### src/rtl/sha_nonce_sched_if.sv
// Bundle for sha_nonce_sched. It carries the job/result signals for the
// job-receive side and the H/W/cycle/hash signals for the sha256 core.
// The master side is the job source (it also returns the core's hash).
// The slave side is the scheduler.
//
// Handshake: start is sampled only while busy is low. A job accepted on an
// edge raises busy from that edge until the edge after its done pulse, or
// until the edge that follows an abort. done is a one-cycle pulse, and found
// and golden_nonce are valid while done is high.
interface sha_nonce_sched_if;
    logic         start;
    logic         abort;
    logic [255:0] midstate;
    logic [95:0]  header_tail;
    logic [255:0] target;
    logic [31:0]  nonce_first;
    logic [31:0]  nonce_last;
    logic [255:0] core_hash;
    logic [255:0] core_H;
    logic [511:0] core_W;
    logic [5:0]   core_cycle;
    logic         busy;
    logic         done;
    logic         found;
    logic [31:0]  golden_nonce;
    logic [1:0]   state_dbg;

    modport master (
        output start, abort, midstate, header_tail, target,
               nonce_first, nonce_last, core_hash,
        input  core_H, core_W, core_cycle, busy, done, found,
               golden_nonce, state_dbg
    );

    modport slave (
        input  start, abort, midstate, header_tail, target,
               nonce_first, nonce_last, core_hash,
        output core_H, core_W, core_cycle, busy, done, found,
               golden_nonce, state_dbg
    );
endinterface

### src/rtl/sha_nonce_sched.sv
// Nonce scheduler for a 64-cycle sha256 double-hash core.
// The block latches a job and feeds the core one nonce every 64 cycles. It
// compares each returned digest, read as a little-endian 256-bit integer,
// against the target. It stops on the first hit or when the range runs out.
module sha_nonce_sched (
    input logic              clk,
    input logic              rst,
    sha_nonce_sched_if.slave bus
);
    typedef enum logic [1:0] {
        IDLE = 2'd0,
        HASH = 2'd1,
        DONE = 2'd2
    } state_t;

    function automatic logic [31:0] bswap32(input logic [31:0] x);
        return {x[7:0], x[15:8], x[23:16], x[31:24]};
    endfunction

    state_t        state_q, state_d;
    logic [5:0]    cnt_q, cnt_d;
    logic [31:0]   next_nonce_q, next_nonce_d;
    logic [31:0]   inflight_nonce_q, inflight_nonce_d;
    logic          inflight_v_q, inflight_v_d;
    logic          last_loaded_q, last_loaded_d;
    logic          found_q, found_d;
    logic [31:0]   golden_q, golden_d;
    logic [255:0]  midstate_q, midstate_d;
    logic [95:0]   tail_q, tail_d;
    logic [255:0]  target_q, target_d;
    logic [31:0]   nonce_last_q, nonce_last_d;

    logic [255:0]  hash_v;
    logic          hash_hit;

    // Reorder the digest so that SHA byte 0 (the top byte of word 0) is the
    // least significant byte of the value compared against the target.
    always_comb begin
        hash_v = '0;
        for (int i = 0; i < 32; i++) begin
            hash_v[8*i +: 8] = bus.core_hash[32*(i/4) + 8*(3 - (i % 4)) +: 8];
        end
        hash_hit = (hash_v <= target_q);
    end

    // Next-state and job bookkeeping. A hit wins over a load on the same
    // cnt==0 edge, and abort wins over both.
    always_comb begin
        state_d          = state_q;
        cnt_d            = cnt_q;
        next_nonce_d     = next_nonce_q;
        inflight_nonce_d = inflight_nonce_q;
        inflight_v_d     = inflight_v_q;
        last_loaded_d    = last_loaded_q;
        found_d          = found_q;
        golden_d         = golden_q;
        midstate_d       = midstate_q;
        tail_d           = tail_q;
        target_d         = target_q;
        nonce_last_d     = nonce_last_q;

        unique case (state_q)
            IDLE: begin
                if (bus.start) begin
                    state_d       = HASH;
                    cnt_d         = 6'd0;
                    next_nonce_d  = bus.nonce_first;
                    inflight_v_d  = 1'b0;
                    last_loaded_d = 1'b0;
                    found_d       = 1'b0;
                    midstate_d    = bus.midstate;
                    tail_d        = bus.header_tail;
                    target_d      = bus.target;
                    nonce_last_d  = bus.nonce_last;
                end
            end
            HASH: begin
                // cnt 63 -> 0 is the natural 6-bit wrap.
                cnt_d = cnt_q + 6'd1;
                if (bus.abort) begin
                    state_d = IDLE;
                end else if (cnt_q == 6'd0) begin
                    if (inflight_v_q && hash_hit) begin
                        found_d  = 1'b1;
                        golden_d = inflight_nonce_q;
                        state_d  = DONE;
                    end else if (!last_loaded_q) begin
                        inflight_nonce_d = next_nonce_q;
                        inflight_v_d     = 1'b1;
                        last_loaded_d    = (next_nonce_q == nonce_last_q);
                        next_nonce_d     = next_nonce_q + 32'd1;
                    end else begin
                        state_d = DONE;
                    end
                end
            end
            DONE: begin
                state_d = IDLE;
            end
            default: begin
                state_d = IDLE;
            end
        endcase
    end

    // State and job registers; reset drops any running job.
    always_ff @(posedge clk) begin
        if (rst) begin
            state_q          <= IDLE;
            cnt_q            <= '0;
            next_nonce_q     <= '0;
            inflight_nonce_q <= '0;
            inflight_v_q     <= 1'b0;
            last_loaded_q    <= 1'b0;
            found_q          <= 1'b0;
            golden_q         <= '0;
            midstate_q       <= '0;
            tail_q           <= '0;
            target_q         <= '0;
            nonce_last_q     <= '0;
        end else begin
            state_q          <= state_d;
            cnt_q            <= cnt_d;
            next_nonce_q     <= next_nonce_d;
            inflight_nonce_q <= inflight_nonce_d;
            inflight_v_q     <= inflight_v_d;
            last_loaded_q    <= last_loaded_d;
            found_q          <= found_d;
            golden_q         <= golden_d;
            midstate_q       <= midstate_d;
            tail_q           <= tail_d;
            target_q         <= target_d;
            nonce_last_q     <= nonce_last_d;
        end
    end

    // Core drive. The second block is padded for an 80-byte header
    // (0x280 = 640 bits). done is masked by abort, so an abort that lands
    // in DONE never shows a pulse.
    always_comb begin
        bus.core_H       = midstate_q;
        bus.core_W       = {32'h0000_0280, 320'h0, 32'h8000_0000,
                            bswap32(next_nonce_q), tail_q};
        bus.core_cycle   = (state_q == HASH) ? cnt_q : 6'd0;
        bus.busy         = (state_q != IDLE);
        bus.done         = (state_q == DONE) && !bus.abort;
        bus.found        = found_q;
        bus.golden_nonce = golden_q;
        bus.state_dbg    = state_q;
    end
endmodule

### src/flat_wrapper.sv
// flat-port wrapper written by rule: the top's interface ports become plain ports
module sha_nonce_sched_flat 
  (clk, rst, bus_start, bus_abort, bus_midstate, bus_header_tail, bus_target, bus_nonce_first, bus_nonce_last, bus_core_hash, bus_core_H, bus_core_W, bus_core_cycle, bus_busy, bus_done, bus_found, bus_golden_nonce, bus_state_dbg);
  sha_nonce_sched_if bus_i ();
  input logic clk;
  input logic rst;
  input wire logic [$bits(bus_i.start)-1:0] bus_start;
  input wire logic [$bits(bus_i.abort)-1:0] bus_abort;
  input wire logic [$bits(bus_i.midstate)-1:0] bus_midstate;
  input wire logic [$bits(bus_i.header_tail)-1:0] bus_header_tail;
  input wire logic [$bits(bus_i.target)-1:0] bus_target;
  input wire logic [$bits(bus_i.nonce_first)-1:0] bus_nonce_first;
  input wire logic [$bits(bus_i.nonce_last)-1:0] bus_nonce_last;
  input wire logic [$bits(bus_i.core_hash)-1:0] bus_core_hash;
  output wire logic [$bits(bus_i.core_H)-1:0] bus_core_H;
  output wire logic [$bits(bus_i.core_W)-1:0] bus_core_W;
  output wire logic [$bits(bus_i.core_cycle)-1:0] bus_core_cycle;
  output wire logic [$bits(bus_i.busy)-1:0] bus_busy;
  output wire logic [$bits(bus_i.done)-1:0] bus_done;
  output wire logic [$bits(bus_i.found)-1:0] bus_found;
  output wire logic [$bits(bus_i.golden_nonce)-1:0] bus_golden_nonce;
  output wire logic [$bits(bus_i.state_dbg)-1:0] bus_state_dbg;
  assign bus_i.start = bus_start;
  assign bus_i.abort = bus_abort;
  assign bus_i.midstate = bus_midstate;
  assign bus_i.header_tail = bus_header_tail;
  assign bus_i.target = bus_target;
  assign bus_i.nonce_first = bus_nonce_first;
  assign bus_i.nonce_last = bus_nonce_last;
  assign bus_i.core_hash = bus_core_hash;
  assign bus_core_H = bus_i.core_H;
  assign bus_core_W = bus_i.core_W;
  assign bus_core_cycle = bus_i.core_cycle;
  assign bus_busy = bus_i.busy;
  assign bus_done = bus_i.done;
  assign bus_found = bus_i.found;
  assign bus_golden_nonce = bus_i.golden_nonce;
  assign bus_state_dbg = bus_i.state_dbg;
  sha_nonce_sched u_core (.clk(clk), .rst(rst), .bus(bus_i));
endmodule
### config.mk
export PLATFORM = sky130hd
export DESIGN_NAME = sha_nonce_sched_flat
export DESIGN_NICKNAME = d
export VERILOG_FILES = /design/src/rtl/sha_nonce_sched_if.sv /design/src/rtl/sha_nonce_sched.sv /design/src/flat_wrapper.sv
export SDC_FILE = /design/constraint.sdc
export NUM_CORES = 2
export LEC_CHECK = 0
export ABC_CLOCK_PERIOD_IN_PS = 3300
export BUFFER_PORTS_ARGS = -buffer_cell sky130_fd_sc_hd__buf_2
export CAP_MARGIN = 40
export CORE_AREA = 2 2 689 691
export DETAILED_ROUTE_END_ITERATION = 8
export DIE_AREA = 0 0 691 693
export GPL_TIMING_DRIVEN = 0
export PLACE_DENSITY = 0.33
export SYNTH_ARGS = -nofsm -noshare
export SYNTH_HDL_FRONTEND = slang
export SYNTH_SLANG_ARGS = --single-unit
### constraint.sdc
create_clock -name clk -period 3.3 [get_ports clk]
set_clock_uncertainty 0.15 [all_clocks]
set_input_delay 0.33 -clock clk [delete_from_list [all_inputs] [get_ports clk]]
set_output_delay 0.33 -clock clk [all_outputs]
set_load 0.02 [all_outputs]
# Word-level counts from Yosys, hierarchy flattened
# Cells that the tools add are included.
# classes
n_addsub	2
order_cmp	1
n_eq_ne	11
n_mux	30
bitwise	3
n_reduce_logical	15
# op_table
op	n
<= comparator 256 bit	1
2-to-1 mux 32 bit	5
one-hot mux 32 bit (2 select lines)	1
adder 32 x 1 -> 32 bit (second input constant)	1
== test 32 bit	1
AND reduction 5 bit	3
2-to-1 mux 1 bit	12
2-to-1 mux 6 bit	2
one-hot mux 6 bit (2 select lines)	1
2-to-1 mux 2 bit	5
inequality test 2 bit (second input constant)	4
adder 6 x 1 -> 6 bit (second input constant)	1
zero test 6 bit	1
one-hot mux 1 bit (2 select lines)	3
AND reduction 6 bit	1
inequality test 2 x 1 -> 1 bit (second input constant)	2
inequality test 4 x 2 -> 1 bit (second input constant)	1
one-hot mux 2 bit (2 select lines)	1
AND reduction 2 bit	2
AND reduction 4 bit	1
nonzero test 2 bit	2
inequality test 3 x 2 -> 1 bit (second input constant)	1
NOT 1 bit	3
AND reduction 3 bit	1
5 further kinds	6
# word_totals
reg_bits	747
input_bits	932
output_inout_bits	811

# Longest topological paths before layout
# logic_depth
word_depth	6
mapped_depth	14
ltp_nobuf	12

# Least setup slack after synthesis
# OpenSTA, ideal clock, no wires.
# synth_timing
kind	input-to-reg
startpoint	input port bus_core_hash[54]
endpoint	register u_core.golden_q[22], in the netlist u_core.bus.golden_nonce[22]
setup_ps	128
t_arrival_ps	3046
required_ps	3022
slack_ps	-24
path_stages	13
n_path_buf	2
cell_sequence	ha_1 a21oi_1 nand2_1 a221o_1 or3_4 a2111oi_4 o2111ai_2 o21a_2 or3_1 buf_6 buf_6 mux2i_1 nor2_1
# synth_between
elab_chain_cells	3
# synth_rtl
item	line_no	source
from (decl)	flat_wrapper.sv:14	input wire logic [$bits(bus_i.core_hash)-1:0] bus_core_hash;
<= comparator 256 bit	sha_nonce_sched.sv:43	hash_hit = (hash_v <= target_q);
logical AND 1 bit	sha_nonce_sched.sv:83	if (inflight_v_q && hash_hit) begin
AND reduction 4 bit (no line)	n/a	
to (signal assigned)	sha_nonce_sched.sv:129	golden_q <= golden_d;
to (decl)	sha_nonce_sched.sv:27	logic [31:0] golden_q, golden_d;
# Every way passes these cells.
# A chain may end at the register's enable or synchronous reset.

# Final worst setup path
# layout_timing
startpoint	register u_core.target_q[35]
endpoint	register u_core.next_nonce_q[14]
# layout_between
elab_chain_cells	4
# layout_rtl
item	line_no	source
from (decl)	sha_nonce_sched.sv:30	logic [255:0] target_q, target_d;
from (signal assigned)	sha_nonce_sched.sv:132	target_q <= target_d;
<= comparator 256 bit	sha_nonce_sched.sv:43	
logical AND 1 bit	sha_nonce_sched.sv:83	
inequality test 2 bit (no line)	n/a	
AND reduction 6 bit (no line)	n/a	
to (signal assigned)	sha_nonce_sched.sv:124	next_nonce_q <= next_nonce_d;
to (decl)	sha_nonce_sched.sv:22	logic [31:0] next_nonce_q, next_nonce_d;
# Every way passes these cells.

==> impl_metrics.env <==
export IMPL_hold_start="bus_midstate[210]"
export IMPL_post_route_period_util_pct=124
export IMPL_crit_required_ns=3.87
export IMPL_power_mw=30.6
export IMPL_hold_viol_final=0
export IMPL_dr_pass1_iters=6
export IMPL_synth_distinct_cells=73
export IMPL_synth_seq_area_share_pct=41.1
export IMPL_syn_instance_count=4693
export IMPL_synth_seq_cells=747
export IMPL_io_pins=1743
export IMPL_cp_cell_sequence="inv_1 -> ha_4 -> a21oi_4 -> o21ai_2 -> a221o_1 -> or3_4 -> a2111oi_4 -> o2111ai_4 -> o21a_4 -> o31ai_4 -> nand2b_4 -> buf_12 -> buf_16 -> o21ai_4"
export IMPL_avgRoutedWirePerCell_um=26.5
export IMPL_syn_cell_area_mm2=0.0364
export IMPL_gp_congestion=0.965
export IMPL_htree_levels=3
export IMPL_clock_fmax_mhz=243
export IMPL_synth_edf_count=0
export IMPL_initial_core_util_pct=7.70
export IMPL_drcViolationCount=0
export IMPL_p_per_area_mw_per_mm2=467
export IMPL_period_needed_ns=4.11
export IMPL_root_buffer="clkbuf_16"
export IMPL_mostFrequentLayoutCells="1366 x nand2_1, 1365 x buf_2, 775 x a21oi_1"
export IMPL_critPathMaxFanout=7
export IMPL_crit_start="u_core.target_q[35]"
export IMPL_io_buffers=1357
export IMPL_dr_total_vias=42900
export IMPL_peakVddDrop_mv=0.458
export IMPL_arrival_ns=4.67
export IMPL_antenna_found_initial=289
export IMPL_nets=8512
export IMPL_startpoint_type="flip-flop"
export IMPL_slowest_stage="a2111oi_4"
export IMPL_critPathTopFamily="compound AO/OA/AOI/OAI gates"
export IMPL_tns_ns=-74.06
export IMPL_die_y_um=693
export IMPL_die_w_um=691
export IMPL_drive_gt1_share_pct=29.9
export IMPL_row_count=253
export IMPL_final_common_cell="nand2_1"
export IMPL_cts_num_sinks=747
export IMPL_multi_input_area_mm2=0.0185
export IMPL_cts_buffers=111
export IMPL_p_leak_nw=27.9
export IMPL_dpl_hpwl_um=325000
export IMPL_wl_um=364000
export IMPL_final_seq_area_mm2=0.0150
export IMPL_endpoint_kind="flip-flop"
export IMPL_worst_pin_slew_ns=0.938
export IMPL_synth_ff_type="dfxtp_1"
export IMPL_setup_ws_ns=-0.808
export IMPL_status="finished with violations"
export IMPL_clk_latency_ns=0.84
export IMPL_drv_cap=0
export IMPL_grt_use_total_pct=14.6
export IMPL_first_iter_violations=3208
export IMPL_grt_pass1_wl_um=451000
export IMPL_setup_viol=100
export IMPL_crit_path_max_incr_delay_ns=0.69
export IMPL_slew_headroom_pct=37.5
export IMPL_die_area_mm2=0.479
export IMPL_holdWs_ns=0.0876
export IMPL_worst_path_buf_inv=3
export IMPL_core_area_mm2=0.472
export IMPL_overflow=0
export IMPL_ys_async_sr_fraction_pct=0
export IMPL_r2r_start="u_core.target_q[35]"
export IMPL_reg2reg_depth=14
export IMPL_nFillCells=54800
export IMPL_failed_checks="setup timing"
export IMPL_grt_pass1_vias=40700
export IMPL_area_growth_pct=80.3
export IMPL_final_max_slew_violation_count=0
export IMPL_grt_max_degree=19
export IMPL_vias_per_cell=3.12
export IMPL_min_path_cells=4
export IMPL_cp_depth=14
export IMPL_cts_tree="done"
export IMPL_drtAntennaViolNets=0
export IMPL_worstSetupPathType="reg -> reg"
export IMPL_syn_avg_cell_area_um2=7.75
export IMPL_grt_setup_unrepaired="true"
export IMPL_path_clk_slew_ns=0.06
export IMPL_yosys_warnings=0
export IMPL_hold_class="in -> reg"
export IMPL_ctsLongestPathBuffers=4
final timing paths:
check	end	slack (ns)
worst max register to register	u_core.next_nonce_q[14]	-0.81
worst min-delay path	u_core.bus.core_H[210]	0.09
worst min register to register	u_core.bus.core_H[25]	0.30
worst max-delay path	u_core.next_nonce_q[14]	-0.81
final cells by class:
cell class                 count  share of cell area [%]
timing repair buffer        2137                    22.7
multi-input combinational   3416                    28.2
sequential                   747                    22.8
buffer                       636                    6.25
tap                         6247                    11.9
antenna                       71                   0.271
clock inverter                62                    1.41
inverter                     272                    1.56
clock buffer                 142                    4.81
power breakdown:
| part | total, mW | switching (mW) | leakage (nW) | internal (mW) |
|---|---|---|---|---|
| Clock | 13.6 | 5.36 | 1.97 | 8.26 |
| Combinational | 7.00 | 4.47 | 19.8 | 2.53 |
| Sequential | 10.0 | 0.467 | 6.13 | 9.55 |
flip-flops by register name, indices dropped and copies added, names as in the netlist:
name,cells
u_core.bus.found,1
u_core.nonce_last_q,32
u_core.tail_q,96
u_core.last_loaded_q,1
u_core.next_nonce_q,32
u_core.target_q,256
u_core.inflight_nonce_q,32
u_core.bus.golden_nonce,32
u_core.bus.core_H,256
u_core.cnt_q,6
u_core.bus.state_dbg,2
u_core.inflight_v_q,1
timing repair:
item                       CTS  global route
resized for setup          101           135
pin swaps                   25            64
hold buffers               700             0
hold endpoints to repair   677             0
gates cloned                 5             6
setup endpoints to repair  677           111
setup buffers               21            20
tightest hold or removal path: stages:
cell	delay, ns
dlygate4sd3_1	0.51
buf_2	0.09
nand2_1	0.06
a21oi_1	0.11
through the flow:
stage	instance area, um^2	util [%]	setup slack (ns)	cells
2_1_floorplan	37800	-	0.00500	5075
3_3_place_gp	52400	11.1	-3.71	12700
3_5_place_dp	52900	11.2	-2.03	12700
4_1_cts	64600	13.7	-1.15	13600
5_1_grt	65400	13.9	-1.01	13700
6_report	65600	13.9	-0.808	13700
cells by family (layout without fill, tap and decap cells):
group | Yosys count | in the layout | share of synthesized area, %
multiplexers | 64 | 64 | 1.76
flip-flops | 747 | 747 | 41.1
buffers and inverters | 912 | 3249 | 13.7
adder cells (fa/ha/maj) | 259 | 259 | 8.91
AND/OR/NAND/NOR | 1719 | 1719 | 19.5
AO/OA/AOI/OAI | 957 | 957 | 14.3
other | 2 | 455 | 0.0207
XOR/XNOR | 33 | 33 | 0.795
cell usage after synthesis (all sizes together), types with 14 or more instances:
cell type / number / share of area [%]
a211oi: 14 / 0.32
a21oi: 785 / 11
buf: 408 / 8.4
clkbuf: 231 / 2.4
dfxtp: 747 / 41
ha: 259 / 8.9
inv: 272 / 2.8
mux2i: 64 / 1.8
nand2: 1373 / 14
nand3: 52 / 0.72
nand4: 70 / 1.4
nor2: 112 / 1.2
nor3: 41 / 0.56
nor4: 23 / 0.54
o211ai: 17 / 0.35
o21ai: 62 / 0.87
xnor2: 32 / 0.77
metal layers:
metal  routed length [um]  vias up  track usage, %
met5                  999        -               0
met4                 9660      156            2.92
met3                30000      589            4.56
met2               161000     1942            23.2
met1               163000    20100            19.2
li1                     -    20100               -
(Power assumes the default switching activity.)
